### src/rtl/boot_loader_if.sv
// Byte-stream ingress and memory write port of the boot loader.
// Handshake: a byte moves on a rising edge where byte_valid and byte_ready are both high;
// byte_data must be stable while byte_valid is high, and rst on that edge cancels the transfer.
interface boot_loader_if #(
  parameter int WORD = 16
);
  logic            byte_valid;
  logic [7:0]      byte_data;
  logic            byte_ready;
  logic            mem_we;
  logic [WORD-1:0] mem_addr;
  logic [WORD-1:0] mem_data;

  modport master (
    output byte_valid,
    output byte_data,
    input  byte_ready,
    input  mem_we,
    input  mem_addr,
    input  mem_data
  );

  modport slave (
    input  byte_valid,
    input  byte_data,
    output byte_ready,
    output mem_we,
    output mem_addr,
    output mem_data
  );
endinterface

### src/rtl/boot_loader.sv
// Loads a count-prefixed, XOR-checksummed byte image into memory, then releases the core via cpu_run.
// Define BOOT_CLEAR_EN to zero the unloaded tail of memory before cpu_run is raised.
module boot_loader #(
  parameter int WORD      = 16,
  parameter int MEM_DEPTH = 256,
  parameter int BASE_ADDR = 0
) (
  input  logic            clk,
  input  logic            rst,
  boot_loader_if.slave    bus,
  output logic            cpu_run,
  output logic            busy,
  output logic            load_error,
  output logic [WORD-1:0] words_loaded,
  output logic [2:0]      fsm_state
);

  typedef enum logic [2:0] {
    CNT_HI  = 3'd0,
    CNT_LO  = 3'd1,
    DATA_HI = 3'd2,
    DATA_LO = 3'd3,
    CHECK   = 3'd4,
    CLEAR   = 3'd5,
    DONE    = 3'd6,
    ERR     = 3'd7
  } state_t;

  localparam logic [31:0] DEPTH_U = MEM_DEPTH;

  state_t          state, state_nxt;
  logic [15:0]     count_q, count_nxt;
  logic [15:0]     new_count;
  logic [7:0]      hi_q, hi_nxt;
  logic [7:0]      checksum_q, checksum_nxt;
  logic            mem_we_q, mem_we_nxt;
  logic [WORD-1:0] mem_addr_q, mem_addr_nxt;
  logic [WORD-1:0] mem_data_q, mem_data_nxt;
  logic            run_nxt, busy_nxt, err_nxt;
  logic [WORD-1:0] words_nxt;
  logic [WORD-1:0] wr_off_q, wr_off_nxt;
  logic            ready, accept;
`ifdef BOOT_CLEAR_EN
  logic [WORD-1:0] clr_off_q, clr_off_nxt;
`endif

  assign bus.byte_ready = ready;
  assign bus.mem_we     = mem_we_q;
  assign bus.mem_addr   = mem_addr_q;
  assign bus.mem_data   = mem_data_q;
  assign fsm_state      = state;

  always_comb begin
    ready        = 1'b0;
    accept       = 1'b0;
    state_nxt    = state;
    count_nxt    = count_q;
    new_count    = {count_q[15:8], bus.byte_data};
    hi_nxt       = hi_q;
    checksum_nxt = checksum_q;
    mem_we_nxt   = 1'b0;
    mem_addr_nxt = mem_addr_q;
    mem_data_nxt = mem_data_q;
    run_nxt      = cpu_run;
    busy_nxt     = busy;
    err_nxt      = load_error;
    words_nxt    = words_loaded;
    wr_off_nxt   = wr_off_q;
`ifdef BOOT_CLEAR_EN
    clr_off_nxt  = clr_off_q;
`endif

    ready  = (state == CNT_HI) || (state == CNT_LO) || (state == DATA_HI) ||
             (state == DATA_LO) || (state == CHECK);
    accept = bus.byte_valid && ready;

    case (state)
      CNT_HI: begin
        if (accept) begin
          count_nxt = {bus.byte_data, 8'h00};
          busy_nxt  = 1'b1;
          state_nxt = CNT_LO;
        end
      end
      CNT_LO: begin
        if (accept) begin
          count_nxt = new_count;
          // An oversized image is rejected before any payload is consumed.
          if ({16'h0000, new_count} > DEPTH_U) begin
            state_nxt = ERR;
            err_nxt   = 1'b1;
            busy_nxt  = 1'b0;
          end else if (new_count == 16'h0000) begin
            state_nxt = CHECK;
          end else begin
            state_nxt = DATA_HI;
          end
        end
      end
      DATA_HI: begin
        if (accept) begin
          hi_nxt       = bus.byte_data;
          checksum_nxt = checksum_q ^ bus.byte_data;
          state_nxt    = DATA_LO;
        end
      end
      DATA_LO: begin
        if (accept) begin
          checksum_nxt = checksum_q ^ bus.byte_data;
          mem_we_nxt   = 1'b1;
          mem_addr_nxt = WORD'(BASE_ADDR) + wr_off_q;
          mem_data_nxt = WORD'({hi_q, bus.byte_data});
          wr_off_nxt   = (wr_off_q == WORD'(MEM_DEPTH - 1)) ? '0 : wr_off_q + 1'b1;
          words_nxt    = words_loaded + 1'b1;
          if (32'(words_loaded) + 32'd1 == {16'h0000, count_q}) begin
            state_nxt = CHECK;
          end else begin
            state_nxt = DATA_HI;
          end
        end
      end
      CHECK: begin
        if (accept) begin
          if (bus.byte_data == checksum_q) begin
`ifdef BOOT_CLEAR_EN
            // The first clear write issues on this edge so mem_we is high for the whole CLEAR stay.
            if ({16'h0000, count_q} < DEPTH_U) begin
              state_nxt    = CLEAR;
              mem_we_nxt   = 1'b1;
              mem_addr_nxt = WORD'(BASE_ADDR) + WORD'(count_q);
              mem_data_nxt = '0;
              clr_off_nxt  = WORD'(count_q) + 1'b1;
            end else begin
              state_nxt = DONE;
              run_nxt   = 1'b1;
              busy_nxt  = 1'b0;
            end
`else
            state_nxt = DONE;
            run_nxt   = 1'b1;
            busy_nxt  = 1'b0;
`endif
          end else begin
            state_nxt = ERR;
            err_nxt   = 1'b1;
            busy_nxt  = 1'b0;
          end
        end
      end
`ifdef BOOT_CLEAR_EN
      CLEAR: begin
        if (32'(clr_off_q) >= DEPTH_U) begin
          state_nxt = DONE;
          run_nxt   = 1'b1;
          busy_nxt  = 1'b0;
        end else begin
          mem_we_nxt   = 1'b1;
          mem_addr_nxt = WORD'(BASE_ADDR) + clr_off_q;
          mem_data_nxt = '0;
          clr_off_nxt  = clr_off_q + 1'b1;
        end
      end
`endif
      default: begin
      end
    endcase
  end

  always_ff @(posedge clk) begin
    if (rst) begin
      state        <= CNT_HI;
      count_q      <= '0;
      hi_q         <= '0;
      checksum_q   <= '0;
      mem_we_q     <= 1'b0;
      mem_addr_q   <= WORD'(BASE_ADDR);
      mem_data_q   <= '0;
      cpu_run      <= 1'b0;
      busy         <= 1'b0;
      load_error   <= 1'b0;
      words_loaded <= '0;
      wr_off_q     <= '0;
`ifdef BOOT_CLEAR_EN
      clr_off_q    <= '0;
`endif
    end else begin
      state        <= state_nxt;
      count_q      <= count_nxt;
      hi_q         <= hi_nxt;
      checksum_q   <= checksum_nxt;
      mem_we_q     <= mem_we_nxt;
      mem_addr_q   <= mem_addr_nxt;
      mem_data_q   <= mem_data_nxt;
      cpu_run      <= run_nxt;
      busy         <= busy_nxt;
      load_error   <= err_nxt;
      words_loaded <= words_nxt;
      wr_off_q     <= wr_off_nxt;
`ifdef BOOT_CLEAR_EN
      clr_off_q    <= clr_off_nxt;
`endif
    end
  end

endmodule

### src/flat_wrapper.sv
// flat-port wrapper written by rule: the top's interface ports become plain ports
module boot_loader_flat 
#(
  parameter int WORD      = 16,
  parameter int MEM_DEPTH = 256,
  parameter int BASE_ADDR = 0
)
  (clk, rst, cpu_run, busy, load_error, words_loaded, fsm_state, bus_byte_valid, bus_byte_data, bus_byte_ready, bus_mem_we, bus_mem_addr, bus_mem_data);
  boot_loader_if #(.WORD(WORD)) bus_i ();
  input  logic clk;
  input  logic rst;
  output logic cpu_run;
  output logic busy;
  output logic load_error;
  output logic [WORD-1:0] words_loaded;
  output logic [2:0] fsm_state;
  input wire logic [$bits(bus_i.byte_valid)-1:0] bus_byte_valid;
  input wire logic [$bits(bus_i.byte_data)-1:0] bus_byte_data;
  output wire logic [$bits(bus_i.byte_ready)-1:0] bus_byte_ready;
  output wire logic [$bits(bus_i.mem_we)-1:0] bus_mem_we;
  output wire logic [$bits(bus_i.mem_addr)-1:0] bus_mem_addr;
  output wire logic [$bits(bus_i.mem_data)-1:0] bus_mem_data;
  assign bus_i.byte_valid = bus_byte_valid;
  assign bus_i.byte_data = bus_byte_data;
  assign bus_byte_ready = bus_i.byte_ready;
  assign bus_mem_we = bus_i.mem_we;
  assign bus_mem_addr = bus_i.mem_addr;
  assign bus_mem_data = bus_i.mem_data;
  boot_loader #(.WORD(WORD), .MEM_DEPTH(MEM_DEPTH), .BASE_ADDR(BASE_ADDR)) u_core (.clk(clk), .rst(rst), .bus(bus_i), .cpu_run(cpu_run), .busy(busy), .load_error(load_error), .words_loaded(words_loaded), .fsm_state(fsm_state));
endmodule
### config.mk
export PLATFORM = sky130hd
export DESIGN_NAME = boot_loader_flat
export DESIGN_NICKNAME = d
export VERILOG_FILES = /design/src/rtl/boot_loader_if.sv /design/src/rtl/boot_loader.sv /design/src/flat_wrapper.sv
export SDC_FILE = /design/constraint.sdc
export NUM_CORES = 1
export LEC_CHECK = 0
export ABC_AREA = 1
export CAP_MARGIN = 20
export CORE_MARGIN = 1.5
export CORE_UTILIZATION = 40
export DETAILED_ROUTE_END_ITERATION = 8
export GPL_ROUTABILITY_DRIVEN = 0
export HOLD_SLACK_MARGIN = 0.02
export PLACE_DENSITY = 0.6
export SYNTH_ARGS = -nofsm -noshare
export SYNTH_HDL_FRONTEND = slang
export SYNTH_SLANG_ARGS = --single-unit
### constraint.sdc
create_clock -name clk -period 3 [get_ports clk]
set_clock_uncertainty 0.15 [all_clocks]
set_input_delay 0.75 -clock clk [delete_from_list [all_inputs] [get_ports clk]]
set_output_delay 0.75 -clock clk [all_outputs]
set_load 0.01 [all_outputs]
==> reports/qor.tcl <==
set qor(timing.critical_path.slowest_cell_delay_ps) 520
set qor(mean_syn_cell_area_um2) 7.25
set qor(multiInputGateArea_mm2) 0.00229
set qor(initial_utilization_pct) 41.4
set qor(buffer_ports.inserted) 66
set qor(top_layer) {met4}
set qor(final_core_utilization_pct) 51.4
set qor(initial_antenna_violation_count) 0
set qor(max-vdd-ir-drop_mv) 0.357
set qor(slowest_stage) {sky130_fd_sc_hd__clkdlybuf4s50_1}
set qor(synth_area_mm2) 0.00474
set qor(worst_path_dominant_cell_family) {buffers and inverters}
set qor(io-pin-count) 67
set qor(timing.max_cap.violations) 0
set qor(routed-via-count) 4386
set qor(chipWidth_um) 112
set qor(clk_latency_ps) 350
set qor(fin_worst_hold_slack_ps) 305
set qor(antenna_violating_nets_post_route) 0
set qor(outcome) {finished, final reports clean}
set qor(finalHoldViolations) 0
set qor(layout-drive-gt1-share_pct) 6.64
set qor(fin_nets) 731
set qor(ctsHoldBuffers) 0
set qor(cells_after_synthesis) 654
set qor(postCtsSetupBuffers) 0
set qor(timing.critical_path.mode_cell) {sky130_fd_sc_hd__nor2_1}
set qor(routed_wl_um) 12000
set qor(slew_headroom_pct) 56.6
set qor(synthesis.yosys.warnings) 0
set qor(grt_overflow_total) 0
set qor(wire_length_of_the_first_global_routing_pass_um) 20000
set qor(synth-seq-area-share_pct) 43.5
set qor(finalCriticalPeriod_ps) 2580
set qor(power.switching_w) 0.000813
set qor(cts_resized) 0
set qor(wl_met3_um) 431
set qor(die-area_mm2) 0.0125
set qor(maxClockFrequency_mhz) 387
set qor(vias_per_cell) 5.06
set qor(worstPathMaxFanout) 11
set qor(start_kind) {register}
set qor(pwr-share-comb_pct) 12.1
set qor(drtPass1Iterations) 4
set qor(dr.first_iter.drc_count) 234
set qor(power.share.clock_pct) 41.2
set qor(filler_cell_count) 1111
set qor(cp_data_arrival_time_ps) 1680
set qor(final-seq-area_mm2) 0.00206
set qor(met2_wirelength_um) 5080
set qor(cts.htree.levels) 3
set qor(cts_num_sinks) 103
set qor(die_h_um) 112
set qor(timing.critical_path.cells) {buf_4 > nor2_1 > nor2_1 > inv_1 > clkdlybuf4s50_1}
set qor(number_of_distinct_library_cell_variants_in_the_gate_level_netlist_after_synthesis) 34
set qor(worstHoldPathType) {register to register}
set qor(worst_setup_path_end_kind) {output port}
set qor(slew_at_the_pin_with_the_worst_max_slew_slack_ps) 651
set qor(netSwitchingFraction_pct) 25.9
set qor(placeableCoreArea_mm2) 0.0115
set qor(cts_root_buf) {sky130_fd_sc_hd__clkbuf_16}
set qor(tns_ps) 0
set qor(minimum_setup_slack_in_the_final_design_ps) 418
set qor(critPathRequiredTime_ps) 2100
set qor(slew_viol_final) 0
set qor(tritoncts) {yes}
set qor(synth_fp_nets) 667
set qor(pre_cts_slack_ps) 193
set qor(clock_tree_buf_depth) 2
set qor(worst-setup-path-type) {register to output port}
set qor(finalSetupViolations) 0
set qor(num_antenna_cells) 0
set qor(cts-buffers-inserted) 9
set qor(p_int_w) 0.00233
set qor(detailed_placement_hpwl_um) 8620
set qor(ys_ff_latch) 103
set qor(cellPowerDensity_mw_per_mm2) 533
set qor(power_frac_seq_pct) 46.7
set qor(clk_transition_reported_paths_ps) 60
set qor(drt-wirelength-per-cell_um) 13.8
set qor(timing.final.crit_share_pct) 86.1
set qor(wl_met1_um) 6120
set qor(cellLeakagePower_nw) 2.33
set qor(floorplan.rows) 39
set qor(total_routing_usage_reported_by_global_routing_pct) 20.0
set qor(first_global_vias) 3992
set qor(unrepaired_setup_endpoints_after_global_routing) {false}
set qor(grt_max_degree) 58
set qor(critical_path.n_buffers_inverters) 3
set qor(route.detailed.drc) 0
set qor(synthesis_to_layout_area_growth_pct) 24.3
path summary, 6_finish.rpt:
path | endpoint | cells past startpoint | slack [ps] | startpoint
max | bus_byte_ready | 5 | 420 | u_core.fsm_state[0]
min | u_core.load_error | 2 | 310 | u_core.load_error
max reg2reg | u_core.fsm_state[2] | 15 | 570 | u_core.words_loaded[0]
min reg2reg | u_core.load_error | 2 | 310 | u_core.load_error
power by group through the flow:
| stage | clock (W) | sequential (W) | combinational [W] |
|---|---|---|---|
| 2_1_floorplan | 0 | 0.00149 | 0.000245 |
| 5_1_grt | 0.00138 | 0.00147 | 0.000425 |
| 3_5_place_dp | 0 | 0.00150 | 0.000380 |
| 6_report | 0.00129 | 0.00147 | 0.000381 |
| 4_1_cts | 0.00132 | 0.00146 | 0.000382 |
| 3_3_place_gp | 0 | 0.00150 | 0.000376 |
placed cells by master (no fill, tap or decap), types with 4 or more instances in the layout:
cell / synthesis / layout
sky130_fd_sc_hd__nand2_1: 136 / 136
sky130_fd_sc_hd__buf_4: 2 / 13
sky130_fd_sc_hd__nand3_1: 32 / 32
sky130_fd_sc_hd__nor3_1: 8 / 8
sky130_fd_sc_hd__o211ai_1: 5 / 5
sky130_fd_sc_hd__a211oi_1: 11 / 11
sky130_fd_sc_hd__dfxtp_1: 103 / 103
sky130_fd_sc_hd__a21oi_1: 86 / 86
sky130_fd_sc_hd__nor2_2: 4 / 4
sky130_fd_sc_hd__o21ai_0: 50 / 50
sky130_fd_sc_hd__xor2_1: 15 / 15
sky130_fd_sc_hd__clkdlybuf4s50_1: 0 / 65
sky130_fd_sc_hd__nand4_1: 16 / 16
sky130_fd_sc_hd__xnor2_1: 8 / 8
sky130_fd_sc_hd__nor2_1: 55 / 55
sky130_fd_sc_hd__inv_1: 73 / 73
sky130_fd_sc_hd__clkbuf_16: 0 / 9
final cells by class:
class	instances	area share, %
clock buffers	10	4.05
inverters	76	4.84
multi-input cells	449	38.8
well taps	143	3.03
clock inverters	6	1.55
flip-flops and latches	103	35.0
repair buffers	79	12.8
per-layer routing:
metal	GRT usage [%]	up-vias
met1	28.9	1987
li1	-	2285
met2	29.1	90
met5	0	-
met3	3.48	24
met4	8.86	0
cell families after synthesis:
family	Yosys count	synth area share, %
simple gates	264	24.9
buf+inv	102	8.31
flops	103	43.5
compound gates	159	18.1
xor+xnor	24	4.72
fa+ha+maj	2	0.527
stage by stage:
| stage | instance area, um^2 | total power, W | instances |
|---|---|---|---|
| after detailed placement | 5570 | 0.00188 | 850 |
| after global placement | 5570 | 0.00187 | 850 |
| final | 5900 | 0.00314 | 866 |
| after CTS | 5900 | 0.00317 | 866 |
| after floorplan | 4740 | 0.00174 | 654 |
| after global routing | 5900 | 0.00328 | 866 |
worst register-to-register path: stages (launching register included):
cell	delay [ps]
sky130_fd_sc_hd__dfxtp_1	490
sky130_fd_sc_hd__ha_1	250
sky130_fd_sc_hd__nand2_1	120
sky130_fd_sc_hd__nor2_2	200
sky130_fd_sc_hd__nand2_2	130
sky130_fd_sc_hd__nor2_1	110
sky130_fd_sc_hd__nand2_1	100
sky130_fd_sc_hd__nand2_1	100
sky130_fd_sc_hd__nand2_1	50
sky130_fd_sc_hd__nand2_1	60
sky130_fd_sc_hd__nand2_1	50
sky130_fd_sc_hd__nor2_1	180
sky130_fd_sc_hd__nand3_1	130
sky130_fd_sc_hd__nand2_1	90
sky130_fd_sc_hd__nand2_1	50
sky130_fd_sc_hd__a21oi_1	120
state kept, by name, summed over array words and instances, names as in the netlist, 3 cells and up:
name and count:
u_core.bus.mem_addr 16, u_core.bus.mem_data 16, u_core.checksum_q 8, u_core.words_loaded 16, u_core.count_q 16, u_core.wr_off_q 16, u_core.fsm_state 3, u_core.hi_q 8
cells in the mapped netlist (all sizes together):
library cell	instances	area share (%)
o211ai	5	0.79
inv	75	5.9
nand3	32	3.4
buf	8	0.87
o21bai	1	0.16
a31oi	1	0.13
xor2	15	2.8
nor3	8	0.84
xnor3	1	0.47
clkbuf	18	1.4
nor2	64	6.4
ha	2	0.53
o2111a	1	0.24
xnor2	8	1.5
a211oi	11	1.7
nand4	16	2.1
a21oi	86	9.1
dfxtp	103	43
a41oi	1	0.18
nor4	2	0.26
o2111ai	1	0.18
o21ai	52	5.6
nand2	142	12
clkinv	1	0.079
Power figures use the tool's default switching activity.
